## src/rtl/div_ctrl_pkg.sv

```systemverilog
// Shared definitions for the multi-cycle divider: FSM encodings, ready flags
// and zero constants used by the divider control and its datapath.
package div_ctrl_pkg;

    localparam int DEF_WIDTH = 32;

    typedef enum logic [1:0] {
        DivFree   = 2'b00,
        DivByZero = 2'b01,
        DivOn     = 2'b10,
        DivEnd    = 2'b11
    } div_state_t;

    localparam logic DivResultReady    = 1'b1;
    localparam logic DivResultNotReady = 1'b0;

    localparam logic [DEF_WIDTH-1:0]   ZeroWord       = '0;
    localparam logic [2*DEF_WIDTH-1:0] DoubleZeroWord = '0;

endpackage

```

## src/rtl/div_step.sv

```systemverilog
// One restoring-division iteration: shift the partial remainder left, pull in the
// next dividend bit, trial-subtract the divisor and shift the quotient bit in.
module div_step #(
    parameter int WIDTH = 32
) (
    input  logic [WIDTH-1:0] rem_i,
    input  logic [WIDTH-1:0] dq_i,
    input  logic [WIDTH-1:0] divisor_i,
    output logic [WIDTH-1:0] rem_o,
    output logic [WIDTH-1:0] dq_o
);

    logic [WIDTH:0]   trial;
    logic [WIDTH+1:0] diff;
    logic             ge;
    logic             unused_bits;

    // dq holds the not-yet-consumed dividend bits on the left and the quotient
    // bits produced so far on the right; after WIDTH steps it is the quotient.
    assign trial = {rem_i, dq_i[WIDTH-1]};
    assign diff  = {1'b0, trial} - {2'b00, divisor_i};
    assign ge    = ~diff[WIDTH+1];

    // A kept difference is always below the divisor, so its top bit is zero.
    assign rem_o       = ge ? diff[WIDTH-1:0] : trial[WIDTH-1:0];
    assign dq_o        = {dq_i[WIDTH-2:0], ge};
    assign unused_bits = ^{diff[WIDTH], trial[WIDTH]};

endmodule

```

## src/rtl/div_ctrl.sv

```systemverilog
// Multi-cycle signed/unsigned divider controller: accepts a request from EX,
// runs one restoring step per cycle and presents {remainder, quotient}.
module div_ctrl
    import div_ctrl_pkg::*;
#(
    parameter int WIDTH = 32
) (
    input  logic               clk,
    input  logic               rst,
    input  logic               start_i,
    input  logic               annul_i,
    input  logic               signed_div_i,
    input  logic [WIDTH-1:0]   opdata1_i,
    input  logic [WIDTH-1:0]   opdata2_i,
    output logic [2*WIDTH-1:0] result_o,
    output logic               ready_o,
    output logic               stallreq_o,
    output div_state_t         dbg_state
);

    localparam int CW = (WIDTH > 1) ? $clog2(WIDTH) : 1;

    // Handshake: start_i is held high until the cycle ready_o is seen; ready_o
    // stays high with result_o stable until start_i drops, and annul_i aborts.
    div_state_t       state;
    logic [CW-1:0]    cnt;
    logic [WIDTH-1:0] rem, dq, dvs;
    logic [WIDTH-1:0] rem_nxt, dq_nxt;
    logic             qneg, rneg;
    logic             op1_neg, op2_neg;
    logic [WIDTH-1:0] op1_abs, op2_abs;

    assign op1_neg = signed_div_i & opdata1_i[WIDTH-1];
    assign op2_neg = signed_div_i & opdata2_i[WIDTH-1];
    assign op1_abs = op1_neg ? (~opdata1_i + 1'b1) : opdata1_i;
    assign op2_abs = op2_neg ? (~opdata2_i + 1'b1) : opdata2_i;

    assign stallreq_o = start_i & ~ready_o & ~annul_i;
    assign dbg_state  = state;

    div_step #(.WIDTH(WIDTH)) u_step (
        .rem_i     (rem),
        .dq_i      (dq),
        .divisor_i (dvs),
        .rem_o     (rem_nxt),
        .dq_o      (dq_nxt)
    );

    always_ff @(posedge clk) begin
        if (rst) begin
            state    <= DivFree;
            cnt      <= '0;
            rem      <= WIDTH'(ZeroWord);
            dq       <= WIDTH'(ZeroWord);
            dvs      <= WIDTH'(ZeroWord);
            qneg     <= 1'b0;
            rneg     <= 1'b0;
            result_o <= (2*WIDTH)'(DoubleZeroWord);
            ready_o  <= DivResultNotReady;
        end else begin
            case (state)
                DivFree: begin
                    result_o <= (2*WIDTH)'(DoubleZeroWord);
                    ready_o  <= DivResultNotReady;
                    if (start_i && !annul_i) begin
                        dvs   <= op2_abs;
                        dq    <= op1_abs;
                        rem   <= WIDTH'(ZeroWord);
                        cnt   <= '0;
                        qneg  <= op1_neg ^ op2_neg;
                        rneg  <= op1_neg;
                        state <= (opdata2_i == WIDTH'(ZeroWord)) ? DivByZero : DivOn;
                    end
                end
                DivByZero: begin
                    if (annul_i) begin
                        state <= DivFree;
                    end else begin
                        result_o <= (2*WIDTH)'(DoubleZeroWord);
                        ready_o  <= DivResultReady;
                        state    <= DivEnd;
                    end
                end
                DivOn: begin
                    if (annul_i) begin
                        state <= DivFree;
                        cnt   <= '0;
                    end else begin
                        rem <= rem_nxt;
                        dq  <= dq_nxt;
                        cnt <= cnt + 1'b1;
                        if (cnt == CW'(WIDTH-1)) begin
                            // Two's-complement sign fix-up; the most negative
                            // quotient wraps onto itself instead of trapping.
                            result_o <= {rneg ? (~rem_nxt + 1'b1) : rem_nxt,
                                         qneg ? (~dq_nxt + 1'b1) : dq_nxt};
                            ready_o  <= DivResultReady;
                            cnt      <= '0;
                            state    <= DivEnd;
                        end
                    end
                end
                DivEnd: begin
                    if (!start_i) begin
                        result_o <= (2*WIDTH)'(DoubleZeroWord);
                        ready_o  <= DivResultNotReady;
                        state    <= DivFree;
                    end
                end
                default: state <= DivFree;
            endcase
        end
    end

endmodule

```

## config.mk

```make
export PLATFORM = sky130hd
export DESIGN_NAME = div_ctrl
export DESIGN_NICKNAME = d
export VERILOG_FILES = /design/src/rtl/div_ctrl_pkg.sv /design/src/rtl/div_step.sv /design/src/rtl/div_ctrl.sv
export SDC_FILE = /design/constraint.sdc
export NUM_CORES = 1
export LEC_CHECK = 0
export CORE_ASPECT_RATIO = 0.8
export CORE_MARGIN = 2
export CORE_UTILIZATION = 50
export CTS_BUF_LIST = sky130_fd_sc_hd__clkbuf_16
export CTS_CLUSTER_SIZE = 40
export DETAILED_ROUTE_END_ITERATION = 7
export PLACE_DENSITY = 0.8
export SLEW_MARGIN = 30
export SYNTH_ARGS = -nofsm -noshare
export SYNTH_HDL_FRONTEND = slang
export SYNTH_SLANG_ARGS = --single-unit
```

## constraint.sdc

```tcl
create_clock -name clk -period 4.8 [get_ports clk]
set_input_delay 1.44 -clock clk [delete_from_list [all_inputs] [get_ports clk]]
set_output_delay 1.44 -clock clk [all_outputs]
set_load 0.02 [all_outputs]
```

==> reports/results.ini <==
[outcome]
status = complete, no violations

[global_routing]
grt_start_max_net_pins = 88
grt_pass1_wl_um = 61300
first_global_vias = 11300
overflow = 0
grt_usage_pct = 30.8
use_met3_pct = 7.23
grt-busiest-layer = met1
antenna_found_initial = 0
grt_util_met2_pct = 44.0
met1_usage_pct = 46.1

[sta]
worstMarginPinSlew_ns = 1.02
slew_violations = 0
relSlewSlack_pct = 32.1
hold_viol = 0
min_period_over_period_pct = 95.2
fmax_mhz = 219
final.min_clock_period_ns = 4.57
finalSetupViolCount = 0
skew_ns = 0.0110
setup_tns_ns = 0

[clock_network]
cts_tree = done
cts_num_sinks = 170
path_clk_slew_ns = 0.07
ctsHtreeMaxLevel = 4
insertion_delay_ns = 0.44
clockRootBuffer = clkbuf_16
cts_setup_buffers = 0
cts_max_path_buffers = 2
cts_made_buffers = 17

[yosys]
ys_ff_latch = 170
synth.most_common_cell = nand2_1
synth-main-ff-cell = dfxtp_1
yosysWarnings = 0
async_flop_share_pct = 0
synth_top_area_share_pct = 28.9
syn_area_per_cell_um2 = 7.42
synthTopCellsByArea = dfxtp_1 29%, nand2_1 6.6%, nor2_1 6.3%, xnor2_1 5.7%, a21oi_1 5.3%
synth_top_cell_by_area = dfxtp_1
synthesis.area_um2 = 11800
syn-num-nets = 1700
synth_edf_count = 0
post_synth_num_cell_types = 90
syn_inst = 1588
synth_common_cells = 208 x nand2_1, 198 x nor2_1, 170 x dfxtp_1
ys_seq_area_share_pct = 28.9

[setup_path]
start_kind = flop
worstPathRequired_ns = 5.12
r2r_start = rem[14]
worstPathArrival_ns = 4.89
critPathCaptureType = flop
reg2reg_depth = 22
rr_endpoint = result_o[62]
path_class = reg -> reg
crit_fanout = 5
regToRegSetupSlack_ns = 0.23

[power]
pwr-share-comb_pct = 55.6
clockPowerShare_pct = 18.9
leakage_nw = 5.41
pwr-share-seq_pct = 25.6
peakVddDrop_mv = 0.340
switching_share_pct = 46.6
internal_power_mw = 3.71
powerDensity_nw_per_um2 = 482
p_total_mw = 6.94
p_sw_mw = 3.23

[die]
placementRows = 50
core_area_um2 = 23300
die_y_um = 141
initial_core_util_pct = 50.7
die_w_um = 176
io_pins = 137
die_area_um2 = 24800

[layout]
nets = 1843
area_delta_synth_final_pct = 22.2
layout-drive-gt1-share_pct = 9.87
finalNonFillerCells = 2054
n_antenna_cell = 0
finalInstanceArea_um2 = 14400

[place]
dp_hpwl_um = 29900
place.gp.congestion = 0.979
placed_cells = 2024
placed_cell_area_um2 = 13800
io_buffers = 136

[hold_path]
hold_end = result_o[55]
hold_class = reg -> reg
hp-start = result_o[55]
holdPathStages = 2

[drt]
wire_per_inst_um = 19.1
wl_um = 39300
first_iter_violations = 1620
vias = 12600
antenna_left = 0
post_drt_via_cell_ratio = 6.15
drc = 0
first_pass_iters = 6

[run]
max_cap_viol_count = 0

worst max-delay path by stage:
stage | slack [ns] | startpoint | endpoint | depth (start not counted)
global route | -0.04 | dvs[14] | result_o[58] | 23
floorplan | 0.001 | rem[3] | result_o[26] | 21
CTS | 0.03 | dvs[22] | result_o[60] | 23
global placement | 0.26 | opdata1_i[8] | dq[29] | 12
detailed placement | 0.07 | rem[11] | result_o[60] | 21
finish | 0.23 | rem[14] | result_o[62] | 22
metal layers:
| metal | part of all wire, % | vias to the layer above |
|---|---|---|
| li1 | - | 5989 |
| met1 | 46 | 5866 |
| met2 | 41 | 708 |
| met3 | 12 | 73 |
| met4 | 2.2 | 2 |
| met5 | 0.066 | - |
worst max-delay path, stage by stage (launching register included):
cell and delay, ns:
dfxtp_1 0.37, ha_1 0.32, nand4_1 0.16, nor4_2 0.36
o21ai_1 0.16, a2111o_1 0.40, nand2_2 0.14, nand2_1 0.07
o21ai_1 0.12, ha_2 0.21, inv_1 0.06, nor4_2 0.17
nand3_1 0.13, or4_1 0.43, nor3_1 0.15, a41oi_1 0.09
nor3b_2 0.21, buf_4 0.14, nand4bb_1 0.10, buf_4 0.18
o41ai_2 0.23, xnor2_1 0.16, o21ai_1 0.08
cells by family (layout without fill, tap and decap cells):
group | count (synthesis) | in the layout | share of synthesized area [%]
AO/OA/AOI/OAI | 497 | 497 | 27.7
multiplexers | 11 | 11 | 0.955
AND/OR/NAND/NOR | 593 | 593 | 22.9
adder cells (fa/ha/maj) | 43 | 43 | 4.63
buffers and inverters | 148 | 302 | 5.58
flip-flops | 170 | 170 | 28.9
XOR/XNOR | 126 | 126 | 9.36
sequential cells by signal, indices dropped and copies added (netlist names):
name / flops
rem: 32
dvs: 32
dq: 32
qneg: 1
rneg: 1
dbg_state: 2
result_o: 64
ready_o: 1
cnt: 5
power groups by stage:
stage / Combinational [mW] / Sequential, mW / Clock [mW]
floorplan: 2.39 / 1.77 / 0
global placement: 3.62 / 1.78 / 0
detailed placement: 3.68 / 1.79 / 0
CTS: 3.71 / 1.76 / 1.32
global route: 4.13 / 1.79 / 1.39
finish: 3.85 / 1.77 / 1.31
metrics by stage:
step,hold slack (ns),utilization (%),setup slack (ns)
2_1_floorplan,0.432,-,0.00109
3_3_place_gp,0.436,59.2,0.256
3_5_place_dp,0.444,59.2,0.0680
4_1_cts,0.454,61.6,0.0285
5_1_grt,0.477,61.9,-0.0401
6_report,0.449,61.9,0.230
placed cells by master, fill, tap and decap left out, types with 41 or more instances in the layout:
master / n
nand2_1: 208
nor2_1: 196
dfxtp_1: 170
clkdlybuf4s50_1: 135
a21oi_1: 125
o21ai_0: 115
buf_4: 85
xnor2_1: 77
a22oi_1: 60
xor2_1: 49
inv_1: 48
a211oi_1: 41
what timing repair did:
item                                    CTS  global route
resized for setup                         0            17
endpoints found under the setup margin    0             5
hold endpoints to repair                  0             0
hold buffers                              0             0
area by class of cell:
cell class | instances | area (µm²)
clock buffers | 17 | 425
clock inverters | 13 | 118
fillers | 2087 | 8870
inverters | 49 | 184
multi-input cells | 1270 | 7830
flip-flops and latches | 170 | 3400
well taps | 312 | 390
repair buffers | 223 | 2050
Power figures use the tool's default switching activity.
==> RTL edit: new RTL, same flow settings <==
Register the output `dbg_state` once more; this adds one clock of latency there. The other outputs are not delayed to match.
--- a/src/rtl/div_ctrl.sv
+++ b/src/rtl/div_ctrl.sv
@@ -36,7 +36,9 @@
     assign op2_abs = op2_neg ? (~opdata2_i + 1'b1) : opdata2_i;
 
     assign stallreq_o = start_i & ~ready_o & ~annul_i;
-    assign dbg_state  = state;
+    always_ff @(posedge clk) begin
+        dbg_state <= state;
+    end
 
     div_step #(.WIDTH(WIDTH)) u_step (
         .rem_i     (rem),
Formal check against the unedited RTL: not equivalent (a bounded check fails within 4 cycles, from zero or initial values and one cycle with rst high).
==> RTL edit against the unedited design <==
- combinational power is 2% lower
- wire length is 8.9% lower
- sequential cell count is 2 higher
- critical path type unchanged
- core utilization is 2.1 points lower
- global-route usage is 2.5 points lower
- worst setup slack better by 0.093 ns
- final area is 3.2% lower
- power is 0.41% lower
- worst hold slack worse by 0.044 ns
- synthesized area is 0.42% higher
==> RTL edit: results (changes against the unedited design) <==
Status
  • Status: completed

Clock network
  • CTS Root Cell: clkbuf_16
  • TritonCTS buffer count: 17 (unchanged)
  • Skew-Pair Late Insertion Delay: 0.43 ns
  • Post-CTS setup repair buffer count: 0 (unchanged)
  • H-tree levels: 4 (unchanged)
  • Clock Pin Slew Worst Setup and Hold Paths: 0.07 ns (about the same)
  • CTS max path bufs: 2 (unchanged)

Route
  • Drt total wl: 35800 um (-8.9%)
  • WL/cell: 18.0 um (-6.1%)
  • Detailed-route via count: 12000 (-5.2%)
  • Initial DRC count: 1298 (-20%)
  • TritonRoute pass-1 iters: 6 (unchanged)

Cells and area
  • # nets final: 1778 (-3.5%)
  • N_diodes: 0 (unchanged)
  • Largest register by flop count: result_o
  • Max reg flops: 64 (unchanged)
  • Share of cells above drive strength 1: 0.0655 (-0.0332)

Synth
  • Commonest cells in the netlist: nor2_1, nand2_1, dfxtp_1
  • Synth area leaders: dfxtp_1, nor2_1, nand2_1
  • Syn Nets: 1696 (-0.24%)
  • Unique masters post-synth: 86 (-4.4%)
  • Yosys warning count: 0 (unchanged)
  • Asr flop ratio synth: 0 (unchanged)
  • Seq/Total Area, Yosys: 0.291 (+0.00216)
  • Syn avg cell area: 7.47 um^2 (+0.68%)

Global route
  • Total GRT Usage: 0.283 (-0.0249)
  • Vias in the first global route: 10600 (-6.0%)
  • First-pass GRT wire length: 56600 um (-7.6%)
  • Largest net degree at the start of global routing: 82 (-6.8%)
  • Initial antenna violation count: 0 (unchanged)

Placement
  • DP Area: 13400 um^2 (-2.8%)
  • Cells after DPL: 1959 (-3.2%)
  • DP Worst Slack: 0.0552 ns (-0.0128 ns)
  • Input/output buffers: 136 (unchanged)
  • Routability cong.: 0.962 (-1.7%)
  • Post-DP HPWL: 26700 um (-11%)

Timing
  • Rel. slew slack: 0.349 (+0.0275)
  • Clock Skew: 0.00921 ns (-0.00184 ns)
  • Setup violations, final: 0 (unchanged)

Worst hold path
  • Hold WC Path Type: flop to flop

Critical path
  • Critical path peak fanout: 11 (+6)
  • Crit path DAT: 4.77 ns (-0.12 ns)

Power
  • Leak: 5.12 nW (-5.4%)
  • Worst VDD drop: 0.295 mV (-13%)
-- RTL edit: changes by cell type after synthesis, moves of 7 or more --
cell and delta:
o21ai_0 -27, inv_1 +13, nor2_1 +13, nor3_1 -12, buf_2 +9, or4_1 -9, a211oi_1 -8, o21ai_1 +8
nand2_1 -7, o211ai_1 +7
-- RTL edit: routing by layer --
metal  global-route usage  part of all wire  routed length [um]  vias up
met5                    0                 0                   0        -
met4               0.0831             0.022                 801        0
met3               0.0606             0.085                3050       57
met2                0.407              0.42               15000      507
met1                0.421              0.47               17000     5618
li1                     -                 -                   -     5796
-- RTL edit: cell type report --
class	count	area (um^2)
Fill cell	2107	9390
Clock buffer	17	425
Clock inverter	15	111
Multi-Input combinational cell	1251	7760
Inverter	62	233
Timing Repair Buffer	162	1570
Sequential cell	172	3450
Tap cell	312	390
-- RTL edit: cells by family (layout without fill, tap and decap cells) --
logic type / after synthesis / in the layout / synth area share
flip-flops: 172 / 172 / 0.291
adder cells (fa/ha/maj): 43 / 43 / 0.0461
AO/OA/AOI/OAI: 467 / 467 / 0.263
XOR/XNOR: 131 / 131 / 0.0969
multiplexers: 19 / 19 / 0.0169
buffers and inverters: 161 / 256 / 0.0562
AND/OR/NAND/NOR: 591 / 591 / 0.230
-- RTL edit: final timing paths --
| path | depth (start not counted) | startpoint | end | slack, ns |
|---|---|---|---|---|
| setup / recovery | 16 | rem[0] | result_o[62] | 0.32 |
| hold / removal | 0 | state[1] | dbg_state[1] | 0.41 |
| hold reg to reg | 0 | state[1] | dbg_state[1] | 0.41 |
| setup reg to reg | 16 | rem[0] | result_o[62] | 0.32 |
-- RTL edit: through the flow --
step | total power (W) | hold slack, ns | utilization
3_3_place_gp | 0.00543 | 0.385 | 0.573
5_1_grt | 0.00734 | 0.402 | 0.597
2_1_floorplan | 0.00451 | 0.371 | -
6_report | 0.00691 | 0.405 | 0.597
3_5_place_dp | 0.00552 | 0.388 | 0.574
4_1_cts | 0.00682 | 0.399 | 0.597
-- RTL edit: repair_timing --
item / 4_1_cts / 5_1_grt
gates resized for setup: 0 / 1
hold endpoints to repair: 0 / 0
setup endpoints to repair: 0 / 1
-- RTL edit: worst max-delay path, cell delays in order, from the launching register on --
cell and delay, ns:
dfxtp_1 0.46, ha_1 0.29, nor2b_1 0.15, o2111a_1 0.28, o211ai_2 0.27, nand3_2 0.25
a21o_4 0.31, o21ai_0 0.28, ha_1 0.29, nand2_1 0.09, nor2_1 0.13, and3_1 0.20
a21oi_1 0.26, or2_1 0.37, o41a_1 0.40, xnor2_1 0.20, o21ai_1 0.09
-- RTL edit: power by group --
part | switching [W] | internal (W)
clock | 0.000588 | 0.000703
combinational | 0.00240 | 0.00137
sequential | 0.000230 | 0.00161
total | 0.00322 | 0.00369
